`src/rtl/branch_redirect_ctrl_pkg.sv`:
```
// Shared encodings for EX-stage branch resolution: FSM states, PC step and
// RV32 branch funct3 encodings.
package branch_redirect_ctrl_pkg;

    typedef enum logic {
        IDLE     = 1'b0,
        REDIRECT = 1'b1
    } state_t;

    localparam int PC_INC = 4;

    typedef enum logic [2:0] {
        BR_BEQ  = 3'b000,
        BR_BNE  = 3'b001,
        BR_BLT  = 3'b100,
        BR_BGE  = 3'b101,
        BR_BLTU = 3'b110,
        BR_BGEU = 3'b111
    } br_op_t;

endpackage

```
`src/rtl/branch_redirect_ctrl_mispredict_counter.sv`:
```
// Saturating up-counter of branch mispredicts; sticks at all-ones.
module branch_redirect_ctrl_mispredict_counter #(
    parameter int CNT_W = 16
) (
    input  logic             CLK,
    input  logic             RESET,
    input  logic             inc,
    output logic [CNT_W-1:0] cnt
);

    logic [CNT_W-1:0] cnt_q;

    // NOTE: sequential state uses non-blocking assignments so every flop
    // samples pre-edge values regardless of block evaluation order.
    always_ff @(posedge CLK) begin
        if (RESET) begin
            cnt_q <= '0;
        end else if (inc && (cnt_q != '1)) begin
            cnt_q <= cnt_q + CNT_W'(1);
        end
    end

    assign cnt = cnt_q;

endmodule

```
`src/rtl/branch_redirect_ctrl.sv`:
```
// EX-stage branch resolution: compares the resolved branch with its prediction,
// holds a PC redirect plus front-end flushes until IF accepts it.
module branch_redirect_ctrl
    import branch_redirect_ctrl_pkg::*;
#(
    parameter int XLEN  = 32,
    parameter int CNT_W = 16
) (
    input  logic             CLK,
    input  logic             RESET,
    input  logic             stall,
    input  logic             ex_valid,
    input  logic             ex_is_branch,
    input  logic             branch_taken,
    input  logic [XLEN-1:0]  ex_pc,
    input  logic [XLEN-1:0]  branch_target,
    input  logic             pred_taken,
    input  logic [XLEN-1:0]  pred_target,
    input  logic             ifu_ready,
    output logic             redirect_valid,
    output logic [XLEN-1:0]  redirect_pc,
    output logic             flush_if_id,
    output logic             flush_id_ex,
    output logic             upd_valid,
    output logic [XLEN-1:0]  upd_pc,
    output logic             upd_taken,
    output logic [CNT_W-1:0] mispredict_cnt
);

    state_t          state_q, state_d;
    logic [XLEN-1:0] redirect_pc_q, redirect_pc_d;
    logic [XLEN-1:0] correct_pc;
    logic            resolve, mispredict;
    logic            upd_valid_q, upd_taken_q;
    logic [XLEN-1:0] upd_pc_q;

    // EX inputs are only trusted in IDLE; in REDIRECT they are wrong-path.
    assign resolve    = ex_valid & ex_is_branch & ~stall & (state_q == IDLE);
    assign mispredict = resolve & ((branch_taken != pred_taken) |
                        (branch_taken & pred_taken & (branch_target != pred_target)));
    assign correct_pc = branch_taken ? branch_target : ex_pc + XLEN'(PC_INC);

    // NOTE: every variable gets a default before the case so no path leaves
    // it unassigned, which would otherwise infer a latch.
    always_comb begin
        state_d       = state_q;
        redirect_pc_d = redirect_pc_q;
        unique case (state_q)
            IDLE: begin
                if (mispredict) begin
                    state_d       = REDIRECT;
                    redirect_pc_d = correct_pc;
                end
            end
            REDIRECT: begin
                if (ifu_ready) begin
                    state_d = IDLE;
                end
            end
            default: state_d = IDLE;
        endcase
    end

    always_ff @(posedge CLK) begin
        if (RESET) begin
            state_q       <= IDLE;
            redirect_pc_q <= '0;
            upd_valid_q   <= 1'b0;
            upd_pc_q      <= '0;
            upd_taken_q   <= 1'b0;
        end else begin
            state_q       <= state_d;
            redirect_pc_q <= redirect_pc_d;
            upd_valid_q   <= resolve;
            if (resolve) begin
                upd_pc_q    <= ex_pc;
                upd_taken_q <= branch_taken;
            end
        end
    end

    branch_redirect_ctrl_mispredict_counter #(
        .CNT_W (CNT_W)
    ) u_cnt (
        .CLK   (CLK),
        .RESET (RESET),
        .inc   (mispredict),
        .cnt   (mispredict_cnt)
    );

    // Redirect and flushes come straight from the state flop.
    assign redirect_valid = (state_q == REDIRECT);
    assign flush_if_id    = (state_q == REDIRECT);
    assign flush_id_ex    = (state_q == REDIRECT);
    assign redirect_pc    = redirect_pc_q;
    assign upd_valid      = upd_valid_q;
    assign upd_pc         = upd_pc_q;
    assign upd_taken      = upd_taken_q;

endmodule

```
`config.mk`:
```
export PLATFORM = sky130hd
export DESIGN_NAME = branch_redirect_ctrl
export DESIGN_NICKNAME = d
export VERILOG_FILES = /design/src/rtl/branch_redirect_ctrl_pkg.sv /design/src/rtl/branch_redirect_ctrl_mispredict_counter.sv /design/src/rtl/branch_redirect_ctrl.sv
export SDC_FILE = /design/constraint.sdc
export NUM_CORES = 1
export LEC_CHECK = 0
export CORE_ASPECT_RATIO = 0.6
export CORE_MARGIN = 2
export CORE_UTILIZATION = 48
export CTS_BUF_LIST = sky130_fd_sc_hd__clkbuf_8
export CTS_CLUSTER_DIAMETER = 80
export DETAILED_ROUTE_END_ITERATION = 7
export GPL_TIMING_DRIVEN = 0
export PLACE_DENSITY = 0.89
export SKIP_CTS_REPAIR_TIMING = 1
export SLEW_MARGIN = 20
export SYNTH_ARGS = -nofsm -noshare
export SYNTH_HDL_FRONTEND = slang
export SYNTH_HIERARCHICAL = 1
export SYNTH_SLANG_ARGS = --single-unit
```
`constraint.sdc`:
```
create_clock -name CLK -period 5.52 [get_ports CLK]
set_clock_uncertainty 0.05 [all_clocks]
set_input_delay 1.38 -clock CLK [delete_from_list [all_inputs] [get_ports CLK]]
set_output_delay 1.38 -clock CLK [all_outputs]
set_load 0.02 [all_outputs]
```
## Yosys cells after proc, flatten, opt, wreduce, memory -nomap -nowiden

Index checks and enable logic that the tools add are counted.

- Add/subtract/negate cells: 2
- Equality and inequality tests: 3
- Muxes and demuxes: 4
- Bitwise gates (word level): 9
- Reduce and logical (&&, ||, !) cells: 2

Operators by type and width:

| operator | number |
|---|---|
| adder 32 x 3 -> 32 bit (second input constant) | 1 |
| two-way mux 32 bit | 1 |
| inequality test 32 bit | 1 |
| adder 16 x 1 -> 16 bit (second input constant) | 1 |
| inequality test 16 bit (second input constant) | 1 |
| AND 1 bit | 6 |
| two-way mux 1 bit | 2 |
| inverter 1 bit | 2 |
| one-hot mux 1 bit (2 select lines) | 1 |
| AND reduction 2 bit | 1 |
| logical AND 1 bit | 1 |
| inequality test 1 bit | 1 |
| bitwise OR 1 bit | 1 |

- Register bits: 83
- Input port bits: 104
- Output and inout port bits: 85
- Logic and storage cells: 26

## Depth between registers and ports, before layout

- Depth after elaboration: 6
- Gate-level depth with buffers: 12
- Depth with buffers taken out: 10

## By module

The synthesis kept the hierarchy.

By module, submodules not included:

| module | instances | cells each | area an instance (um^2) |
|---|---|---|---|
| branch_redirect_ctrl | 1 | 478 | 3794.9 |
| branch_redirect_ctrl_mispredict_counter | 1 | 99 | 848.3 |

## Worst setup path before layout

Ideal clock, no wire load.

- Path kind: input-to-reg
- From: input stall
- To: register u_cnt.cnt_q[9], in the netlist u_cnt/cnt[9]
- Arrival time: 3.344 ns
- Data required time: 5.400 ns
- Slack: 2.056 ns
- Cell stages on the path: 12
- Buffers on the path: 4
- Path through: nor2_1 and3_1 buf_2 o211ai_2 and2_1 buf_4 buf_4 inv_1 nand2_1 clkbuf_1 or4_1 a21oi_1

- Longest elaborated chain between the ends: 5

Ends and longest elaborated chain:

| what | RTL line | RTL |
|---|---|---|
| start, declared | branch_redirect_ctrl.sv:11 | `input logic stall,` |
| inverter 1 bit | branch_redirect_ctrl.sv:38 | `assign resolve = ex_valid & ex_is_branch & ~stall & (state_q == IDLE);` |
| AND 1 bit (2 in a row) | branch_redirect_ctrl.sv:38 |  |
| AND 1 bit | branch_redirect_ctrl.sv:39 | `assign mispredict = resolve & ((branch_taken != pred_taken) \|` |
| net mispredict | branch_redirect_ctrl.sv:33 | `logic resolve, mispredict;` |
| logical AND 1 bit | branch_redirect_ctrl_mispredict_counter.sv:18 | `end else if (inc && (cnt_q != '1)) begin` |
| end signal, assigned | branch_redirect_ctrl_mispredict_counter.sv:19 | `cnt_q <= cnt_q + CNT_W'(1);` |
| end, declared | branch_redirect_ctrl_mispredict_counter.sv:11 | `logic [CNT_W-1:0] cnt_q;` |

The timed path passes the listed nets, and every way through them passes these cells.
A chain may end at the register's enable or synchronous reset.

## Final worst setup path

- From: input branch_target[24]
- To: register u_cnt.cnt_q[5], in the netlist u_cnt/cnt[5]

- Longest elaborated chain between the ends: 5

Ends and longest elaborated chain:

| what | RTL line | RTL |
|---|---|---|
| start, declared | branch_redirect_ctrl.sv:16 | `input logic [XLEN-1:0] branch_target,` |
| inequality test 32 bit | branch_redirect_ctrl.sv:40 | `(branch_taken & pred_taken & (branch_target != pred_target)));` |
| AND 1 bit | branch_redirect_ctrl.sv:40 |  |
| bitwise OR 1 bit | branch_redirect_ctrl.sv:39 |  |
| AND 1 bit | branch_redirect_ctrl.sv:39 |  |
| net mispredict | branch_redirect_ctrl.sv:33 |  |
| logical AND 1 bit | branch_redirect_ctrl_mispredict_counter.sv:18 |  |

The timed path passes the listed nets, and every way through them passes these cells.

==> qor.csv <==
metric,value,unit
clock_latency,0.37,ns
track_usage,0.326,
cts.sinks,83,
p_leak,2.48,nW
layout_commonest_cell,clkdlybuf4s50_1,
hold_start,upd_pc[31]$_SDFFE_PP0P_,
first_global_vias,4934,
crit_buf_inv,5,
max_stage_delay,0.50,ns
crit_family,buffers and inverters,
worst_pin_slew,0.972,ns
crit_chain,clkdlybuf4s50_1 -> xor2_1 -> nor4_1 -> nand4_1 -> o211ai_2 -> and2_1 -> buf_4 -> buf_4 -> inv_1 -> nand2_1 -> clkbuf_1 -> or4_1 -> a21oi_1,
row_count,27,
initial_utilization,0.500,
crit_type,input pin to flop,
fmax,225,MHz
grt_max_degree,14,
drt-total-wl,17400,um
rsz0062_at_grt,false,
overflow,0,
detail_route.iter0.violations,515,
yosysWarnings,6,
seq_area_frac_synth,0.358,
setup_viol,0,
vdd_drop_max,151,uV
critPathArrivalTime,4.62,ns
routabilityCongestion,0.959,
synth-edff-count,0,
path_clk_slew,0.09,ns
syn_area,4640,um2
nFillCells,715,
fin_area,6890,um2
final_hold_viol_count,0,
avgSynthCellArea,8.05,um2
endpoint,u_cnt/cnt[5]$_SDFFE_PP0P_,
rr_startpoint,flush_id_ex$_SDFF_PP0_,
antenna_found_initial,0,
htreeDepth,3,
grt_use_met2,0.516,
io_buffer_count,187,
layout.nets,882,
synthFlopType,dfxtp_1,
ys_ff_latch,83,
power_density,205,nW/um2
antenna_cells,0,
slowest_stage,nor4_1,
async_reset_ff_frac,0,
path_common_cell,buf_4,
use_met3,0.106,
syn_nets,684,
firstDrtPassIters,6,
synth_cells,577,
hp-class,flop to flop,
core-area,9290,um2
avgRoutedWirePerCell,19.1,um
cts_root_buffer,clkbuf_8,
top_usage_layer,met2,
cts-buffers-inserted,9,
die_area,10500,um2
num_vias,5334,
relSlewSlack,0.343,
hpwl,13700,um
ioPinCount,189,
vias_per_cell,5.86,
rr_endpoint,u_cnt/cnt[9]$_SDFFE_PP0P_,
crit_path_start_kind,input pin,
cp.required,5.70,ns
critPathLaunch,branch_target[24],
crit_fanout,10,
die_h,80.2,um
slew_viol_final,0,
cts_tree,done,
maxCapViolCount,0,
final_cell_mix,"clkdlybuf4s50_1, nand2_1, dfxtp_1",
rr_worst_depth,12,
placed_area,6680,um2
drive_gt1_frac,0.0513,
status,"complete, no violations",
ys_types,47,
cp-end-kind,flop,
area_growth,48.3,%
ant_nets,0,
crit_cells,13,
grt_pass1_wl,26100,um
chipWidth,131,um
finalCritPeriodShare,0.804,
grt_util_met1,0.427,
drc,0,
max-clock-path-buffers,2,
reg2reg_slack,2.50,ns
tns,0,ns
min_period,4.44,ns
[flip-flops by register name, indices dropped and copies added, names as in the netlist]
register	count
redirect_pc	32
upd_pc	32
u_cnt/cnt	16
flush_id_ex	1
upd_taken	1
upd_valid	1
[layout make-up]
type / count / area, um2 / share of cell area
inverter: 25 / 93.8 / 0.0136
clock buffer: 9 / 124 / 0.0180
tap: 130 / 163 / 0.0236
sequential: 83 / 1660 / 0.241
timing repair buffer: 187 / 1870 / 0.272
buffer: 42 / 194 / 0.0282
multi-input combinational: 427 / 2690 / 0.391
clock inverter: 7 / 85.1 / 0.0124
[routing by layer]
metal | share of wire | wire (um)
met1 | 0.42 | 7280
met2 | 0.44 | 7680
met3 | 0.12 | 2060
met4 | 0.021 | 357
met5 | 0 | 0
[worst min-delay path, stage by stage, from the launching register on]
cell and delay, ns:
dfxtp_1 0.32, nand2_1 0.05, a21oi_1 0.05
[how the worst min path moves through the flow]
stage,to,cells past startpoint
detailed placement,upd_pc[31]$_SDFFE_PP0P_,2
floorplan,redirect_pc[2]$_SDFFE_PP0P_,2
CTS,upd_pc[31]$_SDFFE_PP0P_,2
global placement,upd_pc[8]$_SDFFE_PP0P_,2
finish,upd_pc[31]$_SDFFE_PP0P_,2
global route,upd_pc[31]$_SDFFE_PP0P_,2
[report_power, final]
part	leakage [nW]	switching [mW]	internal (mW)	total, mW
sequential	0.673	0.0113	0.617	0.628
clock	0.112	0.232	0.250	0.482
combinational	1.69	0.154	0.145	0.299
[per-stage QoR]
stage	hold slack (ns)	util	power [mW]	instances	setup WS, ns
CTS	0.407	0.741	1.40	910	1.22
global route	0.431	0.741	1.46	910	0.986
detailed placement	0.396	0.719	0.934	894	0.836
finish	0.411	0.741	1.41	910	1.08
floorplan	0.478	-	0.763	577	2.06
global placement	0.392	0.719	0.928	894	0.917
[kinds of logic (layout without fill, tap and decap cells)]
kind of cell    Yosys count  count (layout)  synth area share
buf+inv                  67             270            0.0620
flops                    83              83             0.358
simple gates            230             230             0.283
compound gates          129             129             0.165
mux                       5               5            0.0110
xor+xnor                 60              60             0.113
fa+ha+maj                 3               3           0.00808
[synthesized netlist by cell type (2+ instances only)]
cell type | count | area share
buf_2 | 4 | 0.0043
nor3_1 | 13 | 0.014
and3_1 | 8 | 0.011
a211oi_1 | 4 | 0.0065
o41ai_2 | 2 | 0.0070
a221oi_1 | 3 | 0.0057
nor2b_1 | 11 | 0.015
nand4_1 | 5 | 0.0067
nor4_1 | 12 | 0.016
xor2_1 | 49 | 0.092
nand2_1 | 84 | 0.068
a21oi_1 | 64 | 0.069
dfxtp_1 | 83 | 0.36
xnor2_1 | 11 | 0.021
or4_1 | 7 | 0.011
nand3_1 | 15 | 0.016
or3_1 | 3 | 0.0040
o31ai_1 | 15 | 0.024
nand4_4 | 3 | 0.014
inv_1 | 25 | 0.020
nor2_1 | 25 | 0.020
ha_1 | 3 | 0.0081
buf_4 | 8 | 0.013
clkbuf_1 | 28 | 0.023
o41ai_1 | 5 | 0.0094
nand4b_1 | 28 | 0.053
o21ai_0 | 18 | 0.019
mux2i_1 | 4 | 0.0086
and4_1 | 6 | 0.011
o21ai_1 | 13 | 0.014
o31a_1 | 2 | 0.0038
No activity file was read; power rests on OpenSTA's default activity.
==> patch 1 (same flow settings) <==
Set the parameter `XLEN` to 36 (it was 32).
--- a/src/rtl/branch_redirect_ctrl.sv
+++ b/src/rtl/branch_redirect_ctrl.sv
@@ -5,3 +5,3 @@
 #(
-    parameter int XLEN  = 32,
+    parameter int XLEN  = 36,
     parameter int CNT_W = 16
Interface: changed (5 resized); port bits go from 189 to 209. No check against the original RTL was run, so the function may have changed too.
==> patch 1 against the unedited design <==
Critical path type unchanged. Area after synthesis is 6.3% higher. Routed wire length is 12% higher. Total power is 5.8% higher. Critical endpoint is now u_cnt/cnt[9]. Count of clock-buffer cells in the layout is 1 higher. Sequential cell count is 8 higher. Final area is 7.0% higher. Largest cell class unchanged. Utilization is 0.17 points higher. Combinational power is 6% higher. Setup slack worse by 0.062 ns. Maximum frequency is 1.4% lower.
==> patch 1: results (changes against the unedited design) <==
| Metric | Value |
|---|---|
| Vias in the first global route | 5135 (was 4934) |
| Top cells by area, synth | dfxtp_1 37%, nand2_1 10%, xor2_1 7.8% (was dfxtp_1 36%, xor2_1 9.2%, a21oi_1 6.9%) |
| Share of layout cells above drive strength 1 | 4.13% (was 5.13%) |
| CTS max path bufs | 2 (unchanged) |
| Via count | 5780 (was 5334) |
| Layout net count | 962 (was 882) |
| Worst path max stage delay | 0.59 ns (was 0.50 ns) |
| Most frequent cells after synthesis | 131 x nand2_1, 91 x dfxtp_1, 72 x a21oi_1 (was 84 x nand2_1, 83 x dfxtp_1, 64 x a21oi_1) |
| Worst EP arrival | 4.69 ns (was 4.62 ns) |
| Worst-path clk slew | 0.10 ns |
| Leak Pwr | 2.48 nW (about the same) |
| Fill cell total of the finished layout | 732 (was 715) |
| Number of I/O port buffers | 205 (was 187) |
| Outcome | complete, no violations (unchanged) |
| WL/cell | 19.8 µm (was 19.1 µm) |
| GPL Wtd Cong | 0.995 (was 0.959) |
| Worst Hold Class | flop to flop (unchanged) |
| Pin count of the biggest net entering global routing | 17 (was 14) |
| Initial DRT Pass Iterations | 5 (was 6) |
| VDD IR-drop max | 0.000149 V (was 0.000151 V) |
| CP max FO | 16 (was 10) |
| Synthesized net count | 746 (was 684) |
| DRT iter0 DRCs | 685 (was 515) |
| Post-DP Area | 7160 µm² (was 6680 µm²) |
| DP Wirelength | 15.5 mm (was 13.7 mm) |
| Yosys cell types | 45 (was 47) |
| Seq/Total Area, Yosys | 36.9% (was 35.8%) |
| Worst-margin pin slew | 0.966 ns (was 0.972 ns) |
| Total Routing Usage GR | 34.1% (was 32.6%) |
patch 1: changes by cell type after synthesis, moves of 9 or more:
cell / change
nand2_1: +47
nand4b_1: -26
o211ai_1: +22
inv_1: -16
nand2b_1: +16
nand4_1: +15
xnor2_1: +15
o21ai_1: -13
nand3_1: +11
nor2b_1: -9
patch 1: power breakdown:
group	internal (mW)	leakage, nW	switching [mW]	total, mW
combinational	0.151	1.64	0.166	0.317
clock	0.226	0.0995	0.263	0.488
sequential	0.675	0.738	0.0104	0.685
patch 1: cell families after synthesis:
kind of cell / synth area share, %
buffers and inverters: 4.18
XOR/XNOR: 12.4
adder cells (fa/ha/maj): 0.761
AO/OA/AOI/OAI: 16.3
flip-flops: 36.9
AND/OR/NAND/NOR: 28.2
multiplexers: 1.24
patch 1: per-layer routing:
layer / up-vias / track usage [%] / share of wire (%)
li1: 2627 / - / -
met1: 2704 / 47.5 / 42
met2: 413 / 51.1 / 43
met3: 36 / 9.65 / 14
met4: 0 / 10.7 / 2.0
met5: - / 0 / 0
patch 1: path summary, 6_finish.rpt:
check,cells after the start,slack (ns),start,endpoint
setup / recovery,11,1.02,branch_target[19],u_cnt/cnt[9]
hold reg to reg,2,0.41,upd_pc[13],upd_pc[13]
setup reg to reg,10,2.55,flush_id_ex,u_cnt/cnt[7]
hold / removal,2,0.41,upd_pc[13],upd_pc[13]
patch 1: worst reg2reg max path: stages, from the launching register on:
cell and delay (ns):
dfxtp_1 0.35, nor2_1 0.12, nand3_1 0.29, nor2_1 0.28, o31ai_4 0.12, inv_2 0.17
buf_2 0.36, nand2_1 0.16, clkbuf_1 0.32, or4_1 0.55, a21oi_1 0.14
patch 1: area by class of cell:
cell class              count  area [µm²]  share of cell area, %
multi-input cells         486        2910                   39.5
clock inverters             6        71.3                  0.968
repair buffers            205        2050                   27.9
well taps                 135         169                   2.29
inverters                  10        37.5                  0.510
clock buffers              10         138                   1.87
flip-flops and latches     91        1820                   24.7
plain buffers              40         169                   2.29
patch 1: per-stage QoR:
stage / cells / hold slack, ns / setup slack (ns)
after floorplan: 627 / 0.479 / 2.21
after global placement: 967 / 0.388 / 0.876
after detailed placement: 967 / 0.393 / 0.895
after CTS: 983 / 0.406 / 1.27
after global routing: 983 / 0.422 / 0.969
final: 983 / 0.409 / 1.02
==> patch 2 (config.mk and constraints unchanged) <==
Without the edit above. Add an input register stage for `branch_target` and `pred_target`, without a reset; this delays them by one clock. The other inputs are not delayed to match.
--- a/src/rtl/branch_redirect_ctrl.sv
+++ b/src/rtl/branch_redirect_ctrl.sv
@@ -29,2 +29,10 @@
 
+    logic [XLEN-1:0] branch_target_q;
+    logic [XLEN-1:0] pred_target_q;
+
+    always_ff @(posedge CLK) begin
+        branch_target_q <= branch_target;
+        pred_target_q   <= pred_target;
+    end
+
     state_t          state_q, state_d;
@@ -39,4 +47,4 @@
     assign mispredict = resolve & ((branch_taken != pred_taken) |
-                        (branch_taken & pred_taken & (branch_target != pred_target)));
-    assign correct_pc = branch_taken ? branch_target : ex_pc + XLEN'(PC_INC);
+                        (branch_taken & pred_taken & (branch_target_q != pred_target_q)));
+    assign correct_pc = branch_taken ? branch_target_q : ex_pc + XLEN'(PC_INC);
 
Formal check against the unedited RTL: not equivalent (a bounded check fails within 4 cycles, from zero or initial values and one cycle with RESET high).
==> patch 2 against the unedited design <==
The run now ends with DRC left. Hold slack worse by 0.0045 ns. Routed wire length increased by 7.0%. Synthesized cell count up 9.2%. Sequential cell count up 64. Setup slack better by 0.48 ns. Cell count increased by 11%. Combinational power fell by 6%. Global-route usage fell by 4.1 points. Critical path depth did not move. Final area up 20%. Total power up 57%. Die area up 25%. Area after synthesis increased by 26%. First-iteration DRC count is 7.6% lower. Largest cell class is now registers. Largest power group unchanged.
==> patch 2: results (changes against the unedited design) <==
| Metric | Value |
|---|---|
| Outcome | finished, violations left (was complete, no violations) |
| Failing checks | DRC |
| Initial DRT Pass Iterations | 7 (was 6) |
| Worst hold endpoint | upd_pc[7] (was upd_pc[31]) |
| Clk Latency, worst-skew pair | 0.43 ns (was 0.37 ns) |
| Switching power | 0.583 mW (was 0.397 mW) |
| Pin count of the biggest net entering global routing | 17 (was 14) |
| Met2 WL | 7.91 mm (was 7.68 mm) |
| Pre-CTS setup slack | 1.19 ns (was 0.836 ns) |
| GPL Wtd Cong | 0.907 (was 0.959) |
| Share of layout cells above drive strength 1 | 6.71% (was 5.13%) |
| VDD IR-drop max | 0.000162 V (was 0.000151 V) |
| DRC viols | 2 (was 0) |
| Inst Count DP | 982 (was 894) |
| Met3 routed WL | 2.25 mm (was 2.06 mm) |
| Layout net count | 943 (was 882) |
| Total Routing Usage GR | 28.5% (was 32.6%) |
| Area growth, synth to finish | 42.2% (was 48.3%) |
| FF-to-FF End | u_cnt/cnt[5] (was u_cnt/cnt[9]) |
| M2 GR Usage | 43.3% (was 51.6%) |
| Worst EP arrival | 4.27 ns (was 4.62 ns) |
| Top cells by area, synth | dfxtp_1 50%, xor2_1 7.5%, nand2_1 5.7% (was dfxtp_1 36%, xor2_1 9.2%, a21oi_1 6.9%) |
| TritonCTS Buffers | 17 (was 9) |
| M1 GR Usage | 40.0% (was 42.7%) |
| Final hold slack | 0.406 ns (was 0.411 ns) |
| Wire length of the first global-routing pass | 28.5 mm (was 26.1 mm) |
| H-tree levels | 4 (was 3) |
| Most frequent cells after synthesis | 147 x dfxtp_1, 88 x nand2_1, 55 x a21oi_1 (was 84 x nand2_1, 83 x dfxtp_1, 64 x a21oi_1) |
| WL/cell | 18.3 µm (was 19.1 µm) |
| Worst Setup SP | stall (was branch_target[24]) |
-- patch 2: cell count changes after synthesis, moves of 9 or more --
| cell | unedited run | this run |
|---|---|---|
| o21a_1 | 1 | 11 |
| a21oi_1 | 64 | 55 |
| inv_1 | 25 | 7 |
| nand4b_1 | 28 | 0 |
| nor2b_1 | 11 | 2 |
| nand4_1 | 5 | 44 |
| dfxtp_1 | 83 | 147 |
-- patch 2: cells by family (layout without fill, tap and decap cells) --
group / count (synthesis) / in the layout / share of synthesized area, %
compound gates: 128 / 128 / 13.6
mux: 8 / 8 / 1.39
xor+xnor: 57 / 57 / 8.56
fa+ha+maj: 3 / 3 / 0.644
simple gates: 238 / 238 / 21.7
flops: 147 / 147 / 50.5
buf+inv: 49 / 268 / 3.71
-- patch 2: layout make-up --
| type | instances | area share, % |
|---|---|---|
| timing repair buffer | 187 | 22.6 |
| sequential | 147 | 35.5 |
| buffer | 41 | 2.25 |
| tap | 165 | 2.49 |
| clock inverter | 12 | 1.28 |
| clock buffer | 20 | 3.32 |
| multi-input combinational | 434 | 32.2 |
| inverter | 8 | 0.362 |
-- patch 2: power groups by stage --
stage               registers [mW]  clock network [mW]  logic (mW)
detailed placement            1.16                   0       0.276
global placement              1.15                   0       0.271
floorplan                     1.17                   0      0.0968
CTS                           1.13               0.817       0.278
finish                        1.13               0.805       0.282
global route                  1.13               0.863       0.300
-- patch 2: worst max-delay path, cell delays in order --
cell	delay, ns
clkdlybuf4s50_1	0.41
nor2_1	0.16
and3_1	0.17
buf_2	0.25
o211ai_2	0.20
and2_1	0.21
buf_4	0.16
buf_4	0.18
inv_1	0.17
nand2_1	0.09
clkbuf_1	0.22
or4_1	0.51
a21oi_1	0.15
